### src/rtl/cmd_packet_decoder.sv
// Byte-stream command decoder: assembles an opcode and a big-endian payload into one
// command word and offers it on a valid/ready handshake, with timeout resync and overrun flag.
module cmd_packet_decoder #(
    parameter int unsigned PAYLOAD_BYTES  = 4,
    parameter logic [7:0]  SHORT_MASK     = 8'h80,
    parameter int unsigned TIMEOUT_CYCLES = 65535
) (
    input  logic                       clock,
    input  logic                       reset,
    input  logic                       byte_in_ready,
    input  logic [7:0]                 byte_in,
    output logic                       cmd_valid,
    input  logic                       cmd_ready,
    output logic [7:0]                 opcode,
    output logic [8*PAYLOAD_BYTES-1:0] command,
    output logic                       timeout_err,
    output logic                       overrun_err
);

    localparam int unsigned CMD_W = 8 * PAYLOAD_BYTES;
    localparam int unsigned CNT_W = (PAYLOAD_BYTES > 1) ? $clog2(PAYLOAD_BYTES) : 1;
    localparam int unsigned TMO_W = (TIMEOUT_CYCLES > 1) ? $clog2(TIMEOUT_CYCLES) : 1;
    localparam logic [CNT_W-1:0] CNT_LAST = CNT_W'(PAYLOAD_BYTES - 1);
    localparam logic [TMO_W-1:0] TMO_LAST = TMO_W'(TIMEOUT_CYCLES - 1);

    typedef enum logic [1:0] {
        S_IDLE,
        S_PAYLOAD,
        S_HOLD
    } state_t;

    state_t             r_state;
    logic [7:0]         r_opcode;
    logic [CMD_W-1:0]   r_command;
    logic               r_cmd_valid;
    logic               r_timeout_err;
    logic               r_overrun_err;
    logic [CNT_W-1:0]   r_byte_cnt;
    logic [TMO_W-1:0]   r_tmo_cnt;

    state_t             w_state_nxt;
    logic [7:0]         w_opcode_nxt;
    logic [CMD_W-1:0]   w_command_nxt;
    logic               w_cmd_valid_nxt;
    logic               w_timeout_err_nxt;
    logic               w_overrun_err_nxt;
    logic [CNT_W-1:0]   w_byte_cnt_nxt;
    logic [TMO_W-1:0]   w_tmo_cnt_nxt;
    logic               w_short;

    assign w_short = ((byte_in & SHORT_MASK) == 8'h00);

    always_ff @(posedge clock or negedge reset) begin
        if (!reset) begin
            r_state       <= S_IDLE;
            r_opcode      <= '0;
            r_command     <= '0;
            r_cmd_valid   <= 1'b0;
            r_timeout_err <= 1'b0;
            r_overrun_err <= 1'b0;
            r_byte_cnt    <= '0;
            r_tmo_cnt     <= '0;
        end else begin
            r_state       <= w_state_nxt;
            r_opcode      <= w_opcode_nxt;
            r_command     <= w_command_nxt;
            r_cmd_valid   <= w_cmd_valid_nxt;
            r_timeout_err <= w_timeout_err_nxt;
            r_overrun_err <= w_overrun_err_nxt;
            r_byte_cnt    <= w_byte_cnt_nxt;
            r_tmo_cnt     <= w_tmo_cnt_nxt;
        end
    end

    always_comb begin
        w_state_nxt       = r_state;
        w_opcode_nxt      = r_opcode;
        w_command_nxt     = r_command;
        w_byte_cnt_nxt    = r_byte_cnt;
        w_tmo_cnt_nxt     = r_tmo_cnt;
        w_timeout_err_nxt = 1'b0;
        w_overrun_err_nxt = 1'b0;

        case (r_state)
            S_IDLE: begin
                if (byte_in_ready) begin
                    w_opcode_nxt   = byte_in;
                    w_command_nxt  = '0;
                    w_byte_cnt_nxt = '0;
                    w_tmo_cnt_nxt  = '0;
                    w_state_nxt    = w_short ? S_HOLD : S_PAYLOAD;
                end
            end

            S_PAYLOAD: begin
                if (byte_in_ready) begin
                    for (int unsigned k = 0; k < PAYLOAD_BYTES; k++) begin
                        if (CNT_W'(k) == r_byte_cnt) begin
                            w_command_nxt[8*(PAYLOAD_BYTES-k)-1 -: 8] = byte_in;
                        end
                    end
                    w_tmo_cnt_nxt = '0;
                    if (r_byte_cnt == CNT_LAST) begin
                        w_state_nxt = S_HOLD;
                    end else begin
                        w_byte_cnt_nxt = r_byte_cnt + 1'b1;
                    end
                // Counter holds cycles already waited; this cycle is the TIMEOUT_CYCLES-th.
                end else if (r_tmo_cnt == TMO_LAST) begin
                    w_state_nxt       = S_IDLE;
                    w_timeout_err_nxt = 1'b1;
                    w_opcode_nxt      = '0;
                    w_command_nxt     = '0;
                    w_byte_cnt_nxt    = '0;
                    w_tmo_cnt_nxt     = '0;
                end else begin
                    w_tmo_cnt_nxt = r_tmo_cnt + 1'b1;
                end
            end

            S_HOLD: begin
                if (byte_in_ready) begin
                    w_overrun_err_nxt = 1'b1;
                end
                if (r_cmd_valid && cmd_ready) begin
                    w_state_nxt = S_IDLE;
                end
            end

            default: begin
                w_state_nxt = S_IDLE;
            end
        endcase

        w_cmd_valid_nxt = (w_state_nxt == S_HOLD);
    end

    assign cmd_valid   = r_cmd_valid;
    assign opcode      = r_opcode;
    assign command     = r_command;
    assign timeout_err = r_timeout_err;
    assign overrun_err = r_overrun_err;

endmodule
### config.mk
export PLATFORM = sky130hd
export DESIGN_NAME = cmd_packet_decoder
export DESIGN_NICKNAME = d
export VERILOG_FILES = /design/src/rtl/cmd_packet_decoder.sv
export SDC_FILE = /design/constraint.sdc
export NUM_CORES = 1
export LEC_CHECK = 0
export BUFFER_PORTS_ARGS = -buffer_cell sky130_fd_sc_hd__buf_4
export CORE_MARGIN = 3
export CORE_UTILIZATION = 40
export CTS_BUF_LIST = sky130_fd_sc_hd__clkbuf_8
export DETAILED_ROUTE_END_ITERATION = 10
export GPL_ROUTABILITY_DRIVEN = 0
export PLACE_DENSITY = 0.71
export SLEW_MARGIN = 40
export SYNTH_ARGS = -nofsm -noshare
export SYNTH_HDL_FRONTEND = slang
export SYNTH_SLANG_ARGS = --single-unit
### constraint.sdc
create_clock -name clock -period 4.8 [get_ports clock]
set_clock_uncertainty 0.2 [all_clocks]
set_input_delay 1.2 -clock clock [delete_from_list [all_inputs] [get_ports clock]]
set_output_delay 1.2 -clock clock [all_outputs]
set_load 0.03 [all_outputs]
# == Word level (Yosys, flattened, before mapping) ==
# Index checks and enable logic that the tools add are counted.
# totals
inputBits,12
mem_bits_rw,0
ff_bits,63
mem_count,0
mem_bits_ro,0
latch_bits,0
output_inout_bits,43
# classes
mux,33
bitwise_logic,0
n_lt_le_gt_ge,0
shift,0
mul,0
n_div,0
n_addsub,2
reduce_logical,12
n_eq_ne,17
# op_table
op,n
$mux W32,3
$pmux W32 S2,1
$mux W8,7
$mux W16,3
$pmux W16 S2,1
$reduce_and A4 Y1,6
$mux W2,10
$ne A3 B3 Y1 const B,6
$add A16 B1 Y16 const B,1
$eq A16 B16 Y1 const B,1
$pmux W8 S2,1
$logic_not A8 Y1,1
$eq A2 B2 Y1 const B,3
$ne A2 B2 Y1 const B,3
$pmux W2 S3,1
$mux W1,5
$eq A2 B2 Y1 const A,2
$logic_not A2 Y1,2
$pmux W2 S2,1
$add A2 B1 Y2 const B,1
$eq A1 B2 Y1 const A,1
$eq A2 B1 Y1 const B,1
$reduce_and A2 Y1,1
$reduce_bool A2 Y1,1
$logic_and A1 B1 Y1,1

# == Longest topological paths before layout ==
# Gate-level depths: netlist of the first run.
# depth
depth_word,5
ltp_mapped,7

# == Worst setup path before layout of the first run ==
# No wires, ideal clock.
# synth_path
path_kind,input-to-reg
start,in byte_in_ready
end,reg r_opcode[0] (netlist: opcode[0])
setup_time_ns,0.121
cell_stages,4
arrival_time_ns,2.474
setup_slack_ns,2.005
path_cell_list,or3b_1 -> nor4_2 -> a41oi_2 -> a22o_1
# synth_between
elab_chain_len,2
elab_cells_between_ends,3
classes_between,2 x eq/ne; 1 x reduce/logical
# synth_rtl
item,line,rtl
start: declaration,10,"input logic byte_in_ready,"
$ne A2 B2 Y1 (no line),-,
$reduce_and A4 Y1 (no line) (*),-,
end signal: assignment,65,r_opcode <= w_opcode_nxt;
end: declaration,33,logic [7:0] r_opcode;
# Every way passes the cells marked *; elsewhere a longest branch is shown, timed or not.
# A chain may end at the register's enable or synchronous reset.

# == Worst setup path after layout of the first run ==
# layout_path
start,in byte_in_ready
end,reg r_opcode[7] (netlist: opcode[7])
# The elaborated chain is that of the path after synthesis.

==> results of run 1 <==
[power by group through the flow]
stage          Combinational (mW)  Sequential, mW  Clock [mW]
5_1_grt                     0.726           0.747       0.490
6_report                    0.665           0.730       0.453
3_5_place_dp                0.669           0.735           0
4_1_cts                     0.669           0.728       0.465
2_1_floorplan               0.258           0.890           0
3_3_place_gp                0.656           0.734           0
[critical path, cell delays in order]
cell     delay, ns
buf_4         0.14
or3b_1        0.41
nor4_2        0.49
a41oi_2       0.31
a22o_1        0.27
[logic make-up after synthesis]
| kind of cell | synth area share (%) |
|---|---|
| flip-flops | 55.56 |
| XOR/XNOR | 1.234 |
| buffers and inverters | 5.115 |
| adder cells (fa/ha/maj) | 2.645 |
| AO/OA/AOI/OAI | 18.74 |
| AND/OR/NAND/NOR | 16.71 |
[final cells by class]
cell class                 instances  area, um2  share of cell area, %
inverter                          30      112.6                  3.180
timing repair buffer              55      416.7                  11.77
clock inverter                     6      71.32                  2.014
clock buffer                       9      123.9                  3.498
multi-input combinational        181       1120                  31.63
tap                               96      120.1                  3.392
sequential                        63       1577                  44.52
[metrics by stage]
step	utilization (%)	power [mW]
finish	51.83	1.849
global route	51.83	1.963
CTS	51.72	1.862
detailed placement	48.86	1.404
global placement	48.86	1.390
floorplan	-	1.147
[placed cells by master, fill, tap and decap left out, drive strengths merged, types with 7 or more instances in the layout]
cell,n
dfrtp,63
buf,55
o21ai,38
nand2,35
inv,31
a22o,16
nor2,12
nand3,10
a21oi,10
clkbuf,9
nand4,7
[registers in the layout (all words and copies together), names as in the netlist]
name         count
command         32
r_tmo_cnt       16
opcode           8
r_byte_cnt       2
r_state          2
cmd_valid        1
overrun_err      1
timeout_err      1
[metal layers]
layer / part of all wire [%] / vias up / global-route usage [%]
met5: 0 / - / 0
met4: 1.7 / 0 / 6.122
met3: 4.8 / 10 / 4.937
met2: 45 / 58 / 25.51
met1: 49 / 1105 / 24.32
li1: - / 1104 / -
[worst paths after layout]
path                                     from            end
worst max-delay path            byte_in_ready      opcode[7]
worst min-delay path               command[2]     command[2]
worst max register to register   r_tmo_cnt[0]     command[1]
worst min register to register     command[2]     command[2]
max in group asynchronous               reset     command[2]
min in group asynchronous               reset  r_tmo_cnt[10]
==> summary.md, run 1 <==
| Metric | Value |
|---|---|
| Sequential Power Share | 39.5% |
| Endpoints failing hold | 0 |
| Number of global-route vias before repair | 2217 |
| Crit path required time | 4.83 ns |
| Total inserted antenna cells | 0 |
| Area of the core | 0.006832 mm2 |
| Worst skew pair latency | 0.34 ns |
| Max-cap check violation count | 0 |
| Crit end category | register |
| Worst reg-to-reg setup slack | 2.41 ns |
| Logic pwr share | a little over a third |
| DR vias/cell | 5.175 |
| Top cells by area, synth | dfrtp_1 56%, o21ai_0 6.5%, a22o_1 4.9% |
| Setup bufs post-CTS | 0 |
| WHS Path Cells | 1 |
| Layout cells sized above 1 | 23.26% |
| Clock root cell | clkbuf_8 |
| Flop and latch count out of synthesis | 63 |
| Post-route ant nets | 0 |
| Max-Slew Margin vs Limit | 54.36% |
| Row Count | 30 |
| Ports | 55 |
| DP Cell Count | 425 |
| Reg clk slew, reported paths | 0.07 ns |
| Top-area cell type share of the netlist area | 55.56% |
| Internal power | 1.114 mW |
| CTS tree | yes |
| RSZ-0062 raised after global routing | no |
| Count leader, synth | dfrtp_1 |
| Yosys top cell by area | dfrtp_1 |
| Tcrit/Tclk final | 58.30% |
| DRC | 0 |
| Peak supply drop | 0.1836 mV |
| Fin Hold WS | 0.3073 ns |
| Syn nets | 300 |
| Worst Tran Pin Value | 0.6820 ns |
| Hold/Removal Path Class | register to register |
| Drt initial violations | roughly 200 |
| Arrival @ worst endpoint | ~2.8 ns |
| DIE AREA | 0.008141 mm2 |
| DRT Pass-1 Iters | 4 |
| DIE HEIGHT | 90.23 um |
| Setup TNS | 0 ns |
| Status | complete, no violations |
| Final slew viol count | 0 |
| PortBufs | 54 |
| Switching power of the nets | 0.7349 mW |
| Inserted Clock Buffers | 9 |
| Synth cell types | 42 |
| Gate Count Post-Synth | about 280 |
| Predominant post-synthesis flop cell | dfrtp_1 |
| Die X | 90.23 um |
| Worst Path Max Fanout | 8 |
| Worst r2r path cells | 6 |
| WS Path Type | primary input to register |
| Largest net degree at the start of global routing | 64 |
| Post-DP Area | 0.003338 mm2 |
| Clock buffer depth | 2 |
| Global-route wire length before repair | 11.41 mm |
| # H-tree levels | 3 |
| Cell area after layout | ~0.0035 mm2 |
| Startpoint types | primary input |
| FFs w/ async S/R, synth | between 90% and 100% |
| Area grow syn2layout | 24.78% |
| Dpl ws | 1.680 ns |
| Shortest period the worst path allows | 2.798 ns |
| Sw Share | roughly two fifths |
| Area of the mapped netlist | 0.002838 mm2 |
| Via count | about 2300 |
| Hold_buf cts | 0 |
| Leakage power | around 1.6 nW |
| Antenna violations before repair | 0 |
| Resize count post-CTS | 0 |
| Starting Density | 41.54% |
| Most frequent cells after synthesis | 63 x dfrtp_1, 37 x o21ai_0, 35 x nand2_1, 30 x inv_1, 16 x a22o_1 |
| Synthesis warning total | 0 |
| Final setup violation count | 0 |
| Register area share after synthesis | between 50% and 60% |
| DR WL/cell | 15.03 um |
| Number of synthesized flops with an enable pin | 0 |
| DP HPWL | ~4.6 mm |
| Final WS setup | about 2.0 ns |
| WL final | 6.615 mm |
| Peak Freq | roughly 0.36 GHz |
| Total GRT Usage | 17.29% |
| # fillers | 641 |
| Clock share of power | 24.5% |
| Syn Area/Cell | approximately 10 um2 |
| # clock sinks | 63 |
| Total congestion overflow | 0 |
| Cell Pwr Density | 522.1 mW/mm2 |
| Layout Cells excl Fill | 440 |
| Nets | 358 |
(Power assumes the default switching activity.)
==> run 2, diff against run 1 <==
==> constraint.sdc (replaced) <==
create_clock -name clock -period 2.7 [get_ports clock]
set_clock_uncertainty 0.2 [all_clocks]
set_input_delay 0.675 -clock clock [delete_from_list [all_inputs] [get_ports clock]]
set_output_delay 0.675 -clock clock [all_outputs]
set_load 0.03 [all_outputs]
==> run 2 against run 1 <==
Compared with the run above: critical path depth is 1 higher; non-clock buffer count is 3 higher; design area is 0.18% higher; total power is 75% higher; flip-flop and latch count stayed put.
==> summary.md, run 2 (synthesis gave the netlist of run 1 again) <==
| Metric | Value |
|---|---|
| Status | complete, no violations |
| Endpoints failing hold | 0 (unchanged) |
| DR vias/cell | 5.173 (about the same) |
| # clock sinks | 63 (unchanged) |
| CTS tree | yes |
| Global-route wire length before repair | 10.84 mm (-5.0%) |
| Startpoint types | register |
| Hold/Removal Path Class | primary input to async pin |
| Largest net degree at the start of global routing | 64 (unchanged) |
| Area of the core | 0.006832 mm2 (unchanged) |
| Worst Path Buf+Inv | 1 (unchanged) |
| Total inserted antenna cells | 0 (unchanged) |
| DRT Pass-1 Iters | 4 (unchanged) |
| Critical Path Max Stage Delay | 0.54 ns (+0.05 ns) |
| Setup bufs post-CTS | 0 (unchanged) |
| WL final | 6.597 mm (-0.27%) |
| Post-route core utilization | 51.92% (+0.092 points) |
| Register Area | 0.001577 mm2 (unchanged) |
| Worst reg-to-reg setup slack | 0.33 ns (-2.08 ns) |
| Crit path depth | 6 (+1) |
| Most frequent cells in the layout | 63 x dfrtp_1, 57 x buf_4, 37 x o21ai_0, 35 x nand2_1, 30 x inv_1 |
| Worst Tran Pin Value | 0.7044 ns (+0.02238 ns) |
| Layout cells sized above 1 | 23.85% (+0.59 points) |
| Final setup violation count | 0 (unchanged) |
| Inserted Clock Buffers | 9 (unchanged) |
| Max-Slew Margin vs Limit | 52.87% (-1.5 points) |
| Ports | 55 (unchanged) |
| Shortest period the worst path allows | 2.373 ns |
| Dpl ws | 0.2508 ns (-1.429 ns) |
| Hold_buf cts | 0 (unchanged) |
| # fillers | 617 (-3.7%) |
| Tcrit/Tclk final | 87.89% |
| Max-cap check violation count | 0 (unchanged) |
| Antenna violations before repair | 0 (unchanged) |
| Nets | 361 (+0.84%) |
| PortBufs | 54 (unchanged) |
| Fin Hold WS | 0.1001 ns (-0.2072 ns) |
| # H-tree levels | 3 (unchanged) |
| Die X | 90.23 um (unchanged) |
| Peak Freq | approximately 0.42 GHz |
| Starting Density | 41.54% (unchanged) |
| Post-route ant nets | 0 (unchanged) |
| DP Cell Count | 428 (+0.71%) |
| Clock buffer depth | 2 (unchanged) |
| Multi-input gate area | 0.001116 mm2 (-0.33%) |
| Delay-heaviest family, CP | compound AO/OA/AOI/OAI gates |
| Crit path required time | 2.73 ns (-2.10 ns) |
| CP Cell Sequence | inv_1, ha_1, nand4_1, or4_4, a211o_1, a22o_1 |
| Layout Cells excl Fill | 444 (+0.91%) |
| Crit end category | register |
| Peak supply drop | 0.3761 mV (+100%) |
| Worst r2r path cells | 6 (unchanged) |
| Total GRT Usage | 16.75% (-0.53 points) |
| Reg clk slew, reported paths | 0.08 ns (about the same) |
| RSZ-0062 raised after global routing | no |
| DRC | 0 (unchanged) |
| Final slew viol count | 0 (unchanged) |
| Area grow syn2layout | 25.00% |
| Clock root cell | clkbuf_8 |
| Arrival @ worst endpoint | 2.40 ns (-0.42 ns) |
| Worst skew pair latency | 0.34 ns (about the same) |
| CP max-delay cell | or4_4 |
| DR WL/cell | 14.86 um (-1.2%) |
| DP HPWL | 4.581 mm (+0.55%) |
| Row Count | 30 (unchanged) |
| Drt initial violations | 135 (-31%) |
| Worst Path Max Fanout | 12 (+4) |
| Via count | 2297 (+0.88%) |
| Resize count post-CTS | 0 (unchanged) |
| Cell Pwr Density | 914.5 mW/mm2 (+75%) |
| WS Path Type | register to register |
| Final WS setup | 0.3269 ns (-1.675 ns) |
| DIE AREA | 0.008141 mm2 (unchanged) |
| Largest register FFs | 32 (unchanged) |
| Total congestion overflow | 0 (unchanged) |
| DIE HEIGHT | 90.23 um (unchanged) |
| Number of global-route vias before repair | 2095 (-5.5%) |
| Most common cell after layout, fill and taps aside | dfrtp_1 |
| Leakage power | 1.628 nW (+0.34%) |
| Setup TNS | 0 ns (unchanged) |
## run 2: cell types whose count changed in the layout (fill, tap and decap cells not counted), sizes merged
cell      before  now
clkinvlp       2    3
buf           55   58
bufinv         1    0
clkbuf         9   10
## run 2: metrics by stage
| step | area (um2) | power [mW] |
|---|---|---|
| floorplan | 2838 | 2.039 |
| global placement | 3361 | 2.486 |
| detailed placement | 3361 | 2.509 |
| CTS | 3543 | 3.266 |
| global route | 3547 | 3.443 |
| finish | 3547 | 3.244 |
## run 2: final timing paths
kind	from	to
min in group clock	opcode[2]	opcode[2]
worst max-delay path	r_tmo_cnt[0]	command[6]
worst min-delay path	reset	command[30]
worst min register to register	opcode[2]	opcode[2]
worst max register to register	r_tmo_cnt[0]	command[6]
max in group asynchronous	reset	r_byte_cnt[1]
## run 2: layer usage
metal	global-route usage (%)	vias up	share of wire (%)
met3	4.100	10	5.1
met4	8.418	0	1.9
li1	-	1110	-
met5	0	-	0
met2	23.09	61	45
met1	24.37	1116	48
## run 2: final cells by class
cell class | instances | area share [%]
Clock inverter | 6 | 1.270
Tap cell | 96 | 3.386
Clock buffer | 10 | 3.880
Multi-Input combinational cell | 181 | 31.46
Inverter | 30 | 3.175
Timing Repair Buffer | 58 | 12.38
Sequential cell | 63 | 44.44
## run 2: where the power goes
group	leakage [nW]	internal [mW]	switching (mW)
logic	0.687	0.427	0.772
clock network	0.0849	0.360	0.394
registers	0.856	1.14	0.154
total	1.63	1.92	1.32
## run 2: worst register-to-register path: stages, from the launching register on
cell and delay (ns):
dfrtp_1 0.46, inv_1 0.09, ha_1 0.21, nand4_1 0.09, or4_4 0.54, a211o_1 0.46, a22o_1 0.23
==> run 3, diff against run 2 <==
--- a/config.mk
+++ b/config.mk
@@ -11,7 +11,6 @@
 export CTS_BUF_LIST = sky130_fd_sc_hd__clkbuf_8
 export DETAILED_ROUTE_END_ITERATION = 10
 export GPL_ROUTABILITY_DRIVEN = 0
-export PLACE_DENSITY = 0.71
 export SLEW_MARGIN = 40
 export SYNTH_ARGS = -nofsm -noshare
 export SYNTH_HDL_FRONTEND = slang
==> run 3 against run 2 <==
Compared with the run above: total power grew 2.4%; via count shrank 1.6%; register-to-register slack lost 0.04 ns; clock power grew 9.7%; first-iteration DRC count shrank 8.9%; final cell count shrank 0.23%; non-clock buffer count shrank 1; critical path type unchanged; highest routed layer unchanged.
==> summary.md, run 3 (synthesis gave the netlist of run 1 again) <==
| Metric | Value |
|---|---|
| Layout cells sized above 1 | 23.34% (-0.51 points) |
| CP max-delay cell | or4_4 |
| WS Path Type | register to register |
| Most frequent cells in the layout | 63 x dfrtp_1, 56 x buf_4, 37 x o21ai_0, 35 x nand2_1, 31 x inv_1 |
| Antenna violations before repair | 0 (unchanged) |
| Total congestion overflow | 0 (unchanged) |
| Shortest period the worst path allows | 2.416 ns (+0.04328 ns) |
| # H-tree levels | 3 (unchanged) |
| Area grow syn2layout | 25.26% |
| Critical Path Max Stage Delay | 0.55 ns (about the same) |
| CP Cell Sequence | inv_1, ha_1, nand4_1, or4_4, a211o_1, a22o_1 |
| RSZ-0062 raised after global routing | no |
| CTS tree | yes |
| Total inserted antenna cells | 0 (unchanged) |
| DR WL/cell | 15.15 um (+2.0%) |
| Endpoints failing hold | 0 (unchanged) |
| Post-route ant nets | 0 (unchanged) |
| Clock share of power | 24.9% (+1.6 points) |
| Largest register FFs | 32 (unchanged) |
| Post-DP Area | 0.003353 mm2 (-0.22%) |
| Peak Freq | 0.4138 GHz (-1.8%) |
| Resize count post-CTS | 0 (unchanged) |
| Nets | 360 (-0.28%) |
| Dpl ws | 0.2501 ns (-0.0006570 ns) |
| Routing usage on met1 | 25.27% (+0.91 points) |
| Max-cap check violation count | 0 (unchanged) |
| Crit end category | register |
| Final setup violation count | 0 (unchanged) |
| Hold/Removal Path Class | primary input to async pin |
| Setup bufs post-CTS | 0 (unchanged) |
| Leakage power | 1.643 nW (+0.90%) |
| Logic pwr share | 36.2% (-0.8 points) |
| Global-route wire length before repair | 11.39 mm (+5.1%) |
| Row Count | 30 (unchanged) |
| Clock root cell | clkbuf_8 |
| Hold_buf cts | 0 (unchanged) |
| DIE AREA | 0.008141 mm2 (unchanged) |
| Met2 usage | 24.52% (+1.4 points) |
| Worst Path Max Fanout | 12 (unchanged) |
| Setup TNS | 0 ns (unchanged) |
| Largest net degree at the start of global routing | 64 (unchanged) |
| Sequential Power Share | 39.0% (-0.8 points) |
| Arrival @ worst endpoint | 2.45 ns (+0.05 ns) |
| Met3 Usage GRT | 3.347% (-0.75 points) |
| Tcrit/Tclk final | 89.49% (+1.6 points) |
| Clock buffer depth | 2 (unchanged) |
| Switching power of the nets | 1.311 mW (-0.70%) |
| Die X | 90.23 um (unchanged) |
| Area of the core | 0.006832 mm2 (unchanged) |
| Ports | 55 (unchanged) |
| Total GRT Usage | 17.46% (+0.71 points) |
| Inserted Clock Buffers | 9 (unchanged) |
| WL final | 6.712 mm (+1.7%) |
| Worst Tran Pin Value | 0.7298 ns (+0.02544 ns) |
| Final slew viol count | 0 (unchanged) |
| DIE HEIGHT | 90.23 um (unchanged) |
| Status | complete, no violations |
| Drt initial violations | 123 (-8.9%) |
| Number of global-route vias before repair | 2220 (+6.0%) |
| DR vias/cell | 5.104 (-1.3%) |
| Most common cell after layout, fill and taps aside | dfrtp_1 |
| Via count | 2261 (-1.6%) |
| Crit path required time | 2.73 ns (about the same) |
| Starting Density | 41.54% (unchanged) |
| DRT Pass-1 Iters | 4 (unchanged) |
| DP HPWL | 4.683 mm (+2.2%) |
| Cell area after layout | 0.003555 mm2 (+0.21%) |
| Internal power | 2.010 mW (+4.5%) |
| Total power | 3.321 mW (+2.4%) |
| Peak supply drop | 0.3349 mV (-11%) |
| Reg clk slew, reported paths | 0.07 ns (about the same) |
| Final WS setup | 0.2837 ns (-0.04328 ns) |
| Sw Share | 39.47% (-1.2 points) |
| # fillers | 637 (+3.2%) |
| Max-Slew Margin vs Limit | 51.17% (-1.7 points) |
| DRC | 0 (unchanged) |
| Worst skew pair latency | 0.34 ns (about the same) |
| PortBufs | 54 (unchanged) |
| # clock sinks | 63 (unchanged) |
| Startpoint types | register |
| GR peak layer | met1 |
| Cell Pwr Density | 934.2 mW/mm2 (+2.1%) |
[run 3: cell count changes in the layout (fill, tap and decap cells not counted), sizes merged]
cell      change
inv           +1
buf           -1
bufinv        +1
clkinvlp      -2
[run 3: routing by layer]
| layer | share of wire (%) | wire [um] |
|---|---|---|
| met1 | 50 | 3381 |
| met2 | 43 | 2908 |
| met3 | 3.9 | 265 |
| met4 | 2.3 | 157 |
| met5 | 0 | 0 |
[run 3: worst paths after layout]
kind	cells past startpoint	to	start	slack [ns]
min in group clock	1	opcode[3]	opcode[3]	0.31
hold reg to reg	1	opcode[3]	opcode[3]	0.31
hold / removal	1	r_tmo_cnt[12]	reset	0.1
setup / recovery	6	command[3]	r_tmo_cnt[0]	0.28
max in group asynchronous	1	r_tmo_cnt[3]	reset	1.78
setup reg to reg	6	command[3]	r_tmo_cnt[0]	0.28
[run 3: through the flow]
| step | utilization (%) | hold slack (ns) | std cells |
|---|---|---|---|
| after global placement | 49.08 | 0.2858 | 427 |
| after global routing | 52.03 | 0.1546 | 443 |
| after CTS | 51.98 | 0.2478 | 443 |
| after floorplan | - | 0.1794 | 282 |
| final | 52.03 | 0.09561 | 443 |
| after detailed placement | 49.08 | 0.2894 | 427 |
[run 3: power by group through the flow]
stage / Combinational, mW / Sequential, mW / Clock [mW]
after floorplan: 0.458 / 1.58 / 0
after global placement: 1.19 / 1.30 / 0
after detailed placement: 1.21 / 1.31 / 0
after CTS: 1.21 / 1.29 / 0.841
after global routing: 1.32 / 1.33 / 0.884
final: 1.20 / 1.29 / 0.827
[run 3: critical path: cells and delay by family, from the launching register on]
kind	cells	cell delay (ns)
AOI/OAI and AO/OA	2	0.68
and+or+nand+nor	2	0.66
DFF	1	0.46
adders and majority gates	1	0.21
buffers and inverters	1	0.09
[run 3: final cells by class]
type	instances	area [um2]	share of cell area [%]
well taps	96	120.1	3.379
repair buffers	57	431.7	12.14
multi-input cells	181	1116	31.40
flip-flops and latches	63	1577	44.35
clock buffers	10	137.6	3.872
clock inverters	6	60.06	1.690
inverters	30	112.6	3.168
